==> config.mk <==
export PLATFORM = sky130hd
export DESIGN_NAME = hazard_control_unit
export DESIGN_NICKNAME = d
export VERILOG_FILES = /design/src/rtl/hazard_control_unit_pkg.sv /design/src/rtl/hazard_src_match.sv /design/src/rtl/hazard_control_unit.sv
export SDC_FILE = /design/constraint.sdc
export NUM_CORES = 1
export LEC_CHECK = 0
export ABC_AREA = 1
export CAP_MARGIN = 0
export CORE_ASPECT_RATIO = 1.75
export CORE_MARGIN = 2
export CORE_UTILIZATION = 33
export CTS_BUF_LIST = sky130_fd_sc_hd__clkbuf_8
export DETAILED_ROUTE_END_ITERATION = 6
export PLACE_DENSITY = 0.83
export SETUP_SLACK_MARGIN = 0.4
export SLEW_MARGIN = 30
export SYNTH_ARGS = -nofsm -noshare
export SYNTH_HDL_FRONTEND = slang
export SYNTH_SLANG_ARGS = --single-unit
==> constraint.sdc <==
create_clock -name clk -period 1.57 [get_ports clk]
set_clock_uncertainty 0.05 [all_clocks]
set_input_delay 0.314 -clock clk [delete_from_list [all_inputs] [get_ports clk]]
set_output_delay 0.314 -clock clk [all_outputs]
set_load 0.005 [all_outputs]
==> src/rtl/hazard_control_unit_pkg.sv <==
// rtl/hazard_control_unit_pkg.sv - shared state encodings, limits and control bundle for the hazard controller
package hazard_control_unit_pkg;

    localparam int HZ_CNT_W  = 4;
    localparam int HZ_LU_MAX = 15;

    typedef enum logic [1:0] {
        HZ_RUN      = 2'd0,
        HZ_LU_HOLD  = 2'd1,
        HZ_MEM_WAIT = 2'd2
    } hzState_t;

    typedef struct packed {
        logic pcWrite;
        logic ifIdWrite;
        logic idExBubble;
        logic flushIfId;
        logic flushIdEx;
        logic freeze;
    } hzCtrl_t;

endpackage

==> src/rtl/hazard_src_match.sv <==
// rtl/hazard_src_match.sv - one ID-stage source compared against the EX destination
module hazard_src_match #(
    parameter int REG_AW = 5
) (
    input  logic [REG_AW-1:0] rs,
    input  logic              used,
    input  logic [REG_AW-1:0] rd,
    output logic              match
);

    assign match = used & (rs == rd);

endmodule

==> src/rtl/hazard_control_unit.sv <==
// rtl/hazard_control_unit.sv - load-use / mem-busy / redirect hazard controller for the 5-stage pipe
// Optional performance counters enabled by defining HAZARD_PERF_EN.
module hazard_control_unit
    import hazard_control_unit_pkg::*;
#(
    parameter int REG_AW          = 5,
    parameter int NUM_RS          = 2,
    parameter int LOAD_USE_CYCLES = 1
) (
    input  logic                     clk,
    input  logic                     rst,
    input  logic [NUM_RS*REG_AW-1:0] id_rs,
    input  logic [NUM_RS-1:0]        id_rs_used,
    input  logic                     id_valid,
    input  logic [REG_AW-1:0]        ex_rd,
    input  logic                     ex_mem_read,
    input  logic                     ex_valid,
    input  logic                     ex_branch_taken,
    input  logic                     mem_busy,
    output logic                     pc_write,
    output logic                     if_id_write,
    output logic                     id_ex_bubble,
    output logic                     flush_if_id,
    output logic                     flush_id_ex,
    output logic                     freeze,
    output logic [31:0]              perf_stall_cnt,
    output logic [31:0]              perf_flush_cnt
);

    localparam logic [HZ_CNT_W-1:0] CNT_INIT = HZ_CNT_W'(LOAD_USE_CYCLES - 1);
    localparam logic [HZ_CNT_W-1:0] CNT_ONE  = HZ_CNT_W'(1);

    hzState_t            state;
    logic [HZ_CNT_W-1:0] cnt;
    logic                luSaved;
    logic [NUM_RS-1:0]   matchVec;
    logic                hit;
    logic                inHold;
    hzCtrl_t             ctrl;

    for (genvar i = 0; i < NUM_RS; i++) begin : gSrc
        hazard_src_match #(.REG_AW(REG_AW)) uMatch (
            .rs    (id_rs[i*REG_AW +: REG_AW]),
            .used  (id_rs_used[i]),
            .rd    (ex_rd),
            .match (matchVec[i])
        );
    end

    assign hit = id_valid & ex_valid & ex_mem_read & (ex_rd != '0) & (|matchVec);

    // After a memory freeze the saved bit stands in for the state we left, so a stall resumes at once.
    assign inHold = (state == HZ_LU_HOLD) || ((state == HZ_MEM_WAIT) && luSaved);

    always_comb begin
        ctrl = '{pcWrite: 1'b1, ifIdWrite: 1'b1, default: 1'b0};
        if (rst) begin
            ctrl = '{pcWrite: 1'b1, ifIdWrite: 1'b1, default: 1'b0};
        end else if (mem_busy) begin
            ctrl = '{freeze: 1'b1, default: 1'b0};
        end else if (ex_branch_taken) begin
            ctrl = '{pcWrite: 1'b1, ifIdWrite: 1'b1, flushIfId: 1'b1, flushIdEx: 1'b1, default: 1'b0};
        end else if (inHold || hit) begin
            ctrl = '{idExBubble: 1'b1, default: 1'b0};
        end
    end

    assign pc_write     = ctrl.pcWrite;
    assign if_id_write  = ctrl.ifIdWrite;
    assign id_ex_bubble = ctrl.idExBubble;
    assign flush_if_id  = ctrl.flushIfId;
    assign flush_id_ex  = ctrl.flushIdEx;
    assign freeze       = ctrl.freeze;

    always_ff @(posedge clk) begin
        if (rst) begin
            state   <= HZ_RUN;
            cnt     <= '0;
            luSaved <= 1'b0;
        end else if (mem_busy) begin
            state <= HZ_MEM_WAIT;
            if (state != HZ_MEM_WAIT) begin
                luSaved <= (state == HZ_LU_HOLD);
            end
        end else if (ex_branch_taken) begin
            state   <= HZ_RUN;
            cnt     <= '0;
            luSaved <= 1'b0;
        end else if (inHold) begin
            luSaved <= 1'b0;
            if (cnt <= CNT_ONE) begin
                state <= HZ_RUN;
                cnt   <= '0;
            end else begin
                state <= HZ_LU_HOLD;
                cnt   <= cnt - CNT_ONE;
            end
        end else if (hit && (LOAD_USE_CYCLES > 1)) begin
            state   <= HZ_LU_HOLD;
            cnt     <= CNT_INIT;
            luSaved <= 1'b0;
        end else begin
            state   <= HZ_RUN;
            luSaved <= 1'b0;
        end
    end

`ifdef HAZARD_PERF_EN
    logic [31:0] stallCnt;
    logic [31:0] flushCnt;

    always_ff @(posedge clk) begin
        if (rst) begin
            stallCnt <= '0;
            flushCnt <= '0;
        end else begin
            if (ctrl.idExBubble && (stallCnt != 32'hFFFF_FFFF)) begin
                stallCnt <= stallCnt + 32'd1;
            end
            if (ctrl.flushIdEx && (flushCnt != 32'hFFFF_FFFF)) begin
                flushCnt <= flushCnt + 32'd1;
            end
        end
    end

    assign perf_stall_cnt = stallCnt;
    assign perf_flush_cnt = flushCnt;
`else
    assign perf_stall_cnt = 32'd0;
    assign perf_flush_cnt = 32'd0;
`endif

endmodule

## After elaboration in Yosys (flattened, before gate mapping)

Index checks and enable logic that the tools add are counted.
W data, S select, Z words.

| cells by class | value |
|---|---|
| bitwise logic cells | 8 |
| reductions and logical operators | 9 |
| muxes and demuxes | 11 |
| add/subtract/negate cells | 1 |
| equal/unequal tests | 5 |
| $lt $le $gt $ge | 1 |

Operators by type and width:

| operator | number |
|---|---|
| $mux W6 | 4 |
| $mux W4 | 3 |
| $eq A5 B5 Y1 | 2 |
| $and A1 B1 Y1 | 6 |
| $mux W2 | 3 |
| $reduce_bool A5 Y1 | 1 |
| $le A4 B1 Y1 const B | 1 |
| $reduce_or A2 Y1 | 2 |
| $reduce_or A4 Y1 | 1 |
| $sub A4 B1 Y4 const B | 1 |
| $eq A2 B1 Y1 const B | 1 |
| $eq A2 B2 Y1 const B | 1 |
| $logic_or A1 B1 Y1 | 2 |
| $ne A2 B2 Y1 const B | 1 |
| $not A1 Y1 | 2 |
| $reduce_and A2 Y1 | 1 |
| $reduce_bool A2 Y1 | 1 |
| $logic_and A1 B1 Y1 | 1 |
| $mux W1 | 1 |

| storage, ports and cells | value |
|---|---|
| input port bits | 24 |
| word-level logic and storage cells | 39 |
| flip-flop bits (word level) | 7 |
| output and inout bits | 70 |

## Longest topological paths before layout

| depth | value |
|---|---|
| depth in word-level cells | 9 |
| depth in mapped cells | 10 |
| gate-level depth less buffers | 10 |

## Cells and area by module

Synthesis repeated with hierarchy kept, for this count alone.

| unflattened totals | value |
|---|---|
| cell total of the unflattened synthesis | 184 |
| area, all modules | 1,159.9 µm² |

By module, submodules not included:

| module | area an instance (µm²) | seq. area each (µm²) | cells each | instances |
|---|---|---|---|---|
| hazard_control_unit | 977.2 | 140.1 | 142 | 1 |
| hazard_src_match | 91.3 | 0.0 | 21 | 2 |

## Worst setup path after synthesis

Ideal clock, no wire load.

| path | value |
|---|---|
| path kind | in2out |
| start point | input port ex_rd[2] |
| end point | output port pc_write |
| path buffers | 1 |
| required time | 1.206 ns |
| stages on the path | 10 |
| slack | 0.184 ns |
| arrival | 1.022 ns |
| path through | inv_2 -> nand2_1 -> nand2_1 -> nor2_1 -> nand3_1 -> nand2_1 -> nand2_1 -> nand2_1 -> a21oi_1 -> buf_4 |

| on the way | value |
|---|---|
| word-level cells in the longest chain between the ends | 9 |
| elaborated cells on any way between the ends | 13 |
| classes of those cells | eq/ne: 2; mux: 4; bitwise: 4; reduce/logical: 3 |

Ends and longest elaborated chain:

| what | RTL line | source |
|---|---|---|
| start: declaration | hazard_control_unit.sv:15 | `input logic [REG_AW-1:0] ex_rd,` |
| $eq A5 B5 Y1 | hazard_src_match.sv:11 | `assign match = used & (rs == rd);` |
| $and A1 B1 Y1 | hazard_src_match.sv:11 |  |
| $reduce_or A2 Y1 | hazard_control_unit.sv:50 | `assign hit = id_valid & ex_valid & ex_mem_read & (ex_rd != '0) & (\|matchVec);` |
| $and A1 B1 Y1 (*) | hazard_control_unit.sv:50 |  |
| $logic_or A1 B1 Y1 (*) | hazard_control_unit.sv:63 | `end else if (inHold \|\| hit) begin` |
| $mux W6 (*) | hazard_control_unit.sv:63 |  |
| $mux W6 (*) | hazard_control_unit.sv:61 | `end else if (ex_branch_taken) begin` |
| $mux W6 (*) | hazard_control_unit.sv:59 | `end else if (mem_busy) begin` |
| $mux W6 (*) | hazard_control_unit.sv:57 | `if (rst) begin` |
| end: declaration | hazard_control_unit.sv:20 | `output logic pc_write,` |

Mark *: on every way between the ends. The rest lies on a longest branch, timed or not.

## Final worst setup path

| path | value |
|---|---|
| start point | input port ex_rd[4] |
| end point | output port if_id_write |

| on the way | value |
|---|---|
| word-level cells in the longest chain between the ends | 9 |
| elaborated cells on any way between the ends | 13 |
| classes of those cells | eq/ne: 2; mux: 4; bitwise: 4; reduce/logical: 3 |

Ends and longest elaborated chain:

| what | RTL line | source |
|---|---|---|
| $eq A5 B5 Y1 | hazard_src_match.sv:11 |  |
| $and A1 B1 Y1 | hazard_src_match.sv:11 |  |
| $reduce_or A2 Y1 | hazard_control_unit.sv:50 |  |
| $and A1 B1 Y1 (*) | hazard_control_unit.sv:50 |  |
| $logic_or A1 B1 Y1 (*) | hazard_control_unit.sv:63 |  |
| $mux W6 (*) | hazard_control_unit.sv:63 |  |
| $mux W6 (*) | hazard_control_unit.sv:61 |  |
| $mux W6 (*) | hazard_control_unit.sv:59 |  |
| $mux W6 (*) | hazard_control_unit.sv:57 |  |
| end: declaration | hazard_control_unit.sv:21 | `output logic if_id_write,` |

Marked as above.

==> flow_summary.json <==
{
  "status": "finished, violations left",
  "violations": "negative setup slack",
  "grt_max_degree": 8,
  "rsz0062_at_grt": "yes",
  "final_area_um2": 1530,
  "die_w_um": 47.7,
  "ys_ff_latch": 7,
  "start_util": 0.348,
  "antenna_cells": 0,
  "crit_type": "in -> out",
  "timing.final.max_slew_violations": 0,
  "final.period_utilization": 1.07,
  "p_leak_nw": 0.886,
  "die_h_um": 80.5,
  "worstPathArrival_ps": 1320,
  "crit_required_ps": 1210,
  "vias_per_cell": 3.86,
  "syn_avg_cell_area_um2": 6.17,
  "grt-ovfl-total": 0,
  "grt_usage": 0.128,
  "drt-initial-drc-count": 7,
  "hold_viol": 0,
  "clk_pin_slew_ps": 40,
  "io_pins": 94,
  "wl_per_cell_um": 8.65,
  "wl_um": 2350,
  "core-area_um2": 3180,
  "reg2reg_depth": 12,
  "powerDensity_nw_per_um2": 482,
  "area_growth_pct": 38.3,
  "start_kind": "input pin",
  "dr.pass1.iters": 3,
  "place_congestion": 0.766,
  "min_period_ps": 1680,
  "end_kind": "output port",
  "seq_area_frac_synth": 0.127,
  "antenna_left": 0,
  "cp_max_fo": 3,
  "tns_ps": -232,
  "ys_warn_count": 0,
  "clock_sinks": 7,
  "drc_errors": 0,
  "setup_ws_ps": -113,
  "cts_tree": "done",
  "numCtsBuffers": 3,
  "portBuffers": 29,
  "ctsHtreeMaxLevel": 1,
  "grt_first_pass_wirelength_um": 3470,
  "vdd_drop_max_mv": 0.282,
  "setup_viol": 3,
  "hpwl_um": 1850,
  "min_path_cells": 2,
  "post-route-util": 0.481,
  "synth.distinct_cells": 19,
  "max_cap_violations": 0,
  "ctsLongestPathBuffers": 2,
  "clkLatencyLatePin_ps": 230,
  "place_area_um2": 1320,
  "die_area_um2": 3840,
  "power_uw": 736,
  "cts-root-buf": "clkbuf_8",
  "max_freq_mhz": 594,
  "syn_inst": 179,
  "nets": 256,
  "hp-class": "in -> reg",
  "vias": 1050,
  "drive_above_1_share": 0.441,
  "netlist_area_um2": 1100,
  "antenna_found_initial": 0,
  "place_inst": 258,
  "row_count": 27,
  "grt_pass1_vias": 927,
  "instances_no_fill": 272
}
final timing paths:
path | start | end | slack (ps)
setup reg to reg | state[1] | cnt[3] | 130
setup / recovery | ex_rd[4] | if_id_write | -110
hold / removal | rst | luSaved | 240
hold reg to reg | cnt[0] | cnt[0] | 470
placed cells by master, fill, tap and decap left out, types with 4 or more instances in the layout:
cell type and n:
conb_1 64, nand2_1 30, buf_4 16, nand2_2 12, buf_2 12, inv_2 10
nor2_1 10, buf_6 9, inv_1 8, nor2_2 7, inv_4 4, nand2_4 4
dfxtp_2 4
sequential cells by signal (all words and copies together) (netlist names):
| name | count |
|---|---|
| luSaved | 1 |
| cnt | 4 |
| state | 2 |
Yosys cell counts:
cell type / instances / area share
buf_4: 66 / 0.45
nand2_1: 43 / 0.15
nor2_1: 16 / 0.054
inv_1: 14 / 0.048
inv_2: 8 / 0.027
dfxtp_1: 7 / 0.13
nand3_1: 4 / 0.018
nor2_2: 3 / 0.017
nor3_1: 3 / 0.014
a21oi_1: 2 / 0.0091
ha_1: 2 / 0.023
nand2_2: 2 / 0.011
nand4_1: 2 / 0.011
o21ai_2: 2 / 0.016
conb_1: 1 / 0.0034
inv_4: 1 / 0.0057
nand2_4: 1 / 0.010
nor4_1: 1 / 0.0057
o21ai_1: 1 / 0.0045
layout make-up:
cell class,count,area (µm²)
inverters,23,114
fillers,322,1650
repair buffers,49,393
multi-input cells,146,772
well taps,43,53.8
flip-flops and latches,7,149
clock inverters,1,3.75
clock buffers,3,41.3
metal layers:
layer  part of all wire  vias up  wire [µm]  track usage
met1               0.27      463        642       0.0875
met3              0.097        6        228       0.0247
li1                   -      509          -            -
met2               0.60       72       1400        0.263
met5                  0        -          0            0
met4              0.033        0         77       0.0811
logic make-up after synthesis:
group,after synthesis,share of synthesized area
flops,7,0.127
buf+inv,89,0.529
fa+ha+maj,2,0.0227
other cells,1,0.00340
simple gates,75,0.288
compound gates,5,0.0295
what timing repair did:
action / in CTS / in global routing
resized for setup: 113 / 30
hold buffers: 0 / 0
hold endpoints to repair: 0 / 0
setup buffers: 6 / 4
endpoints found under the setup margin: 11 / 11
pin swaps: 40 / 16
stage by stage:
step | setup WS [ps] | hold slack (ps)
after floorplan | 241 | 336
after global placement | -917 | 443
after detailed placement | -954 | 447
after CTS | -145 | 262
after global routing | -192 | 237
final | -113 | 240
where the power goes:
group	switching [mW]	internal [mW]	total [mW]	leakage, nW
combinational	0.164	0.126	0.290	0.799
clock	0.0761	0.169	0.245	0.0269
sequential	0.0129	0.188	0.201	0.0596
total	0.253	0.482	0.736	0.886
worst max-delay path, cell delays in order:
cell and delay, ps:
buf_6 90, buf_6 130, inv_12 50, nand2_4 30, nand2_2 60, nor2_1 40, nand3_1 70, nand2_1 70
nand2_2 60, nand2_2 50, a21oi_2 140, buf_4 130, buf_6 80
Note: power is estimated with default switching activity, not from simulation.
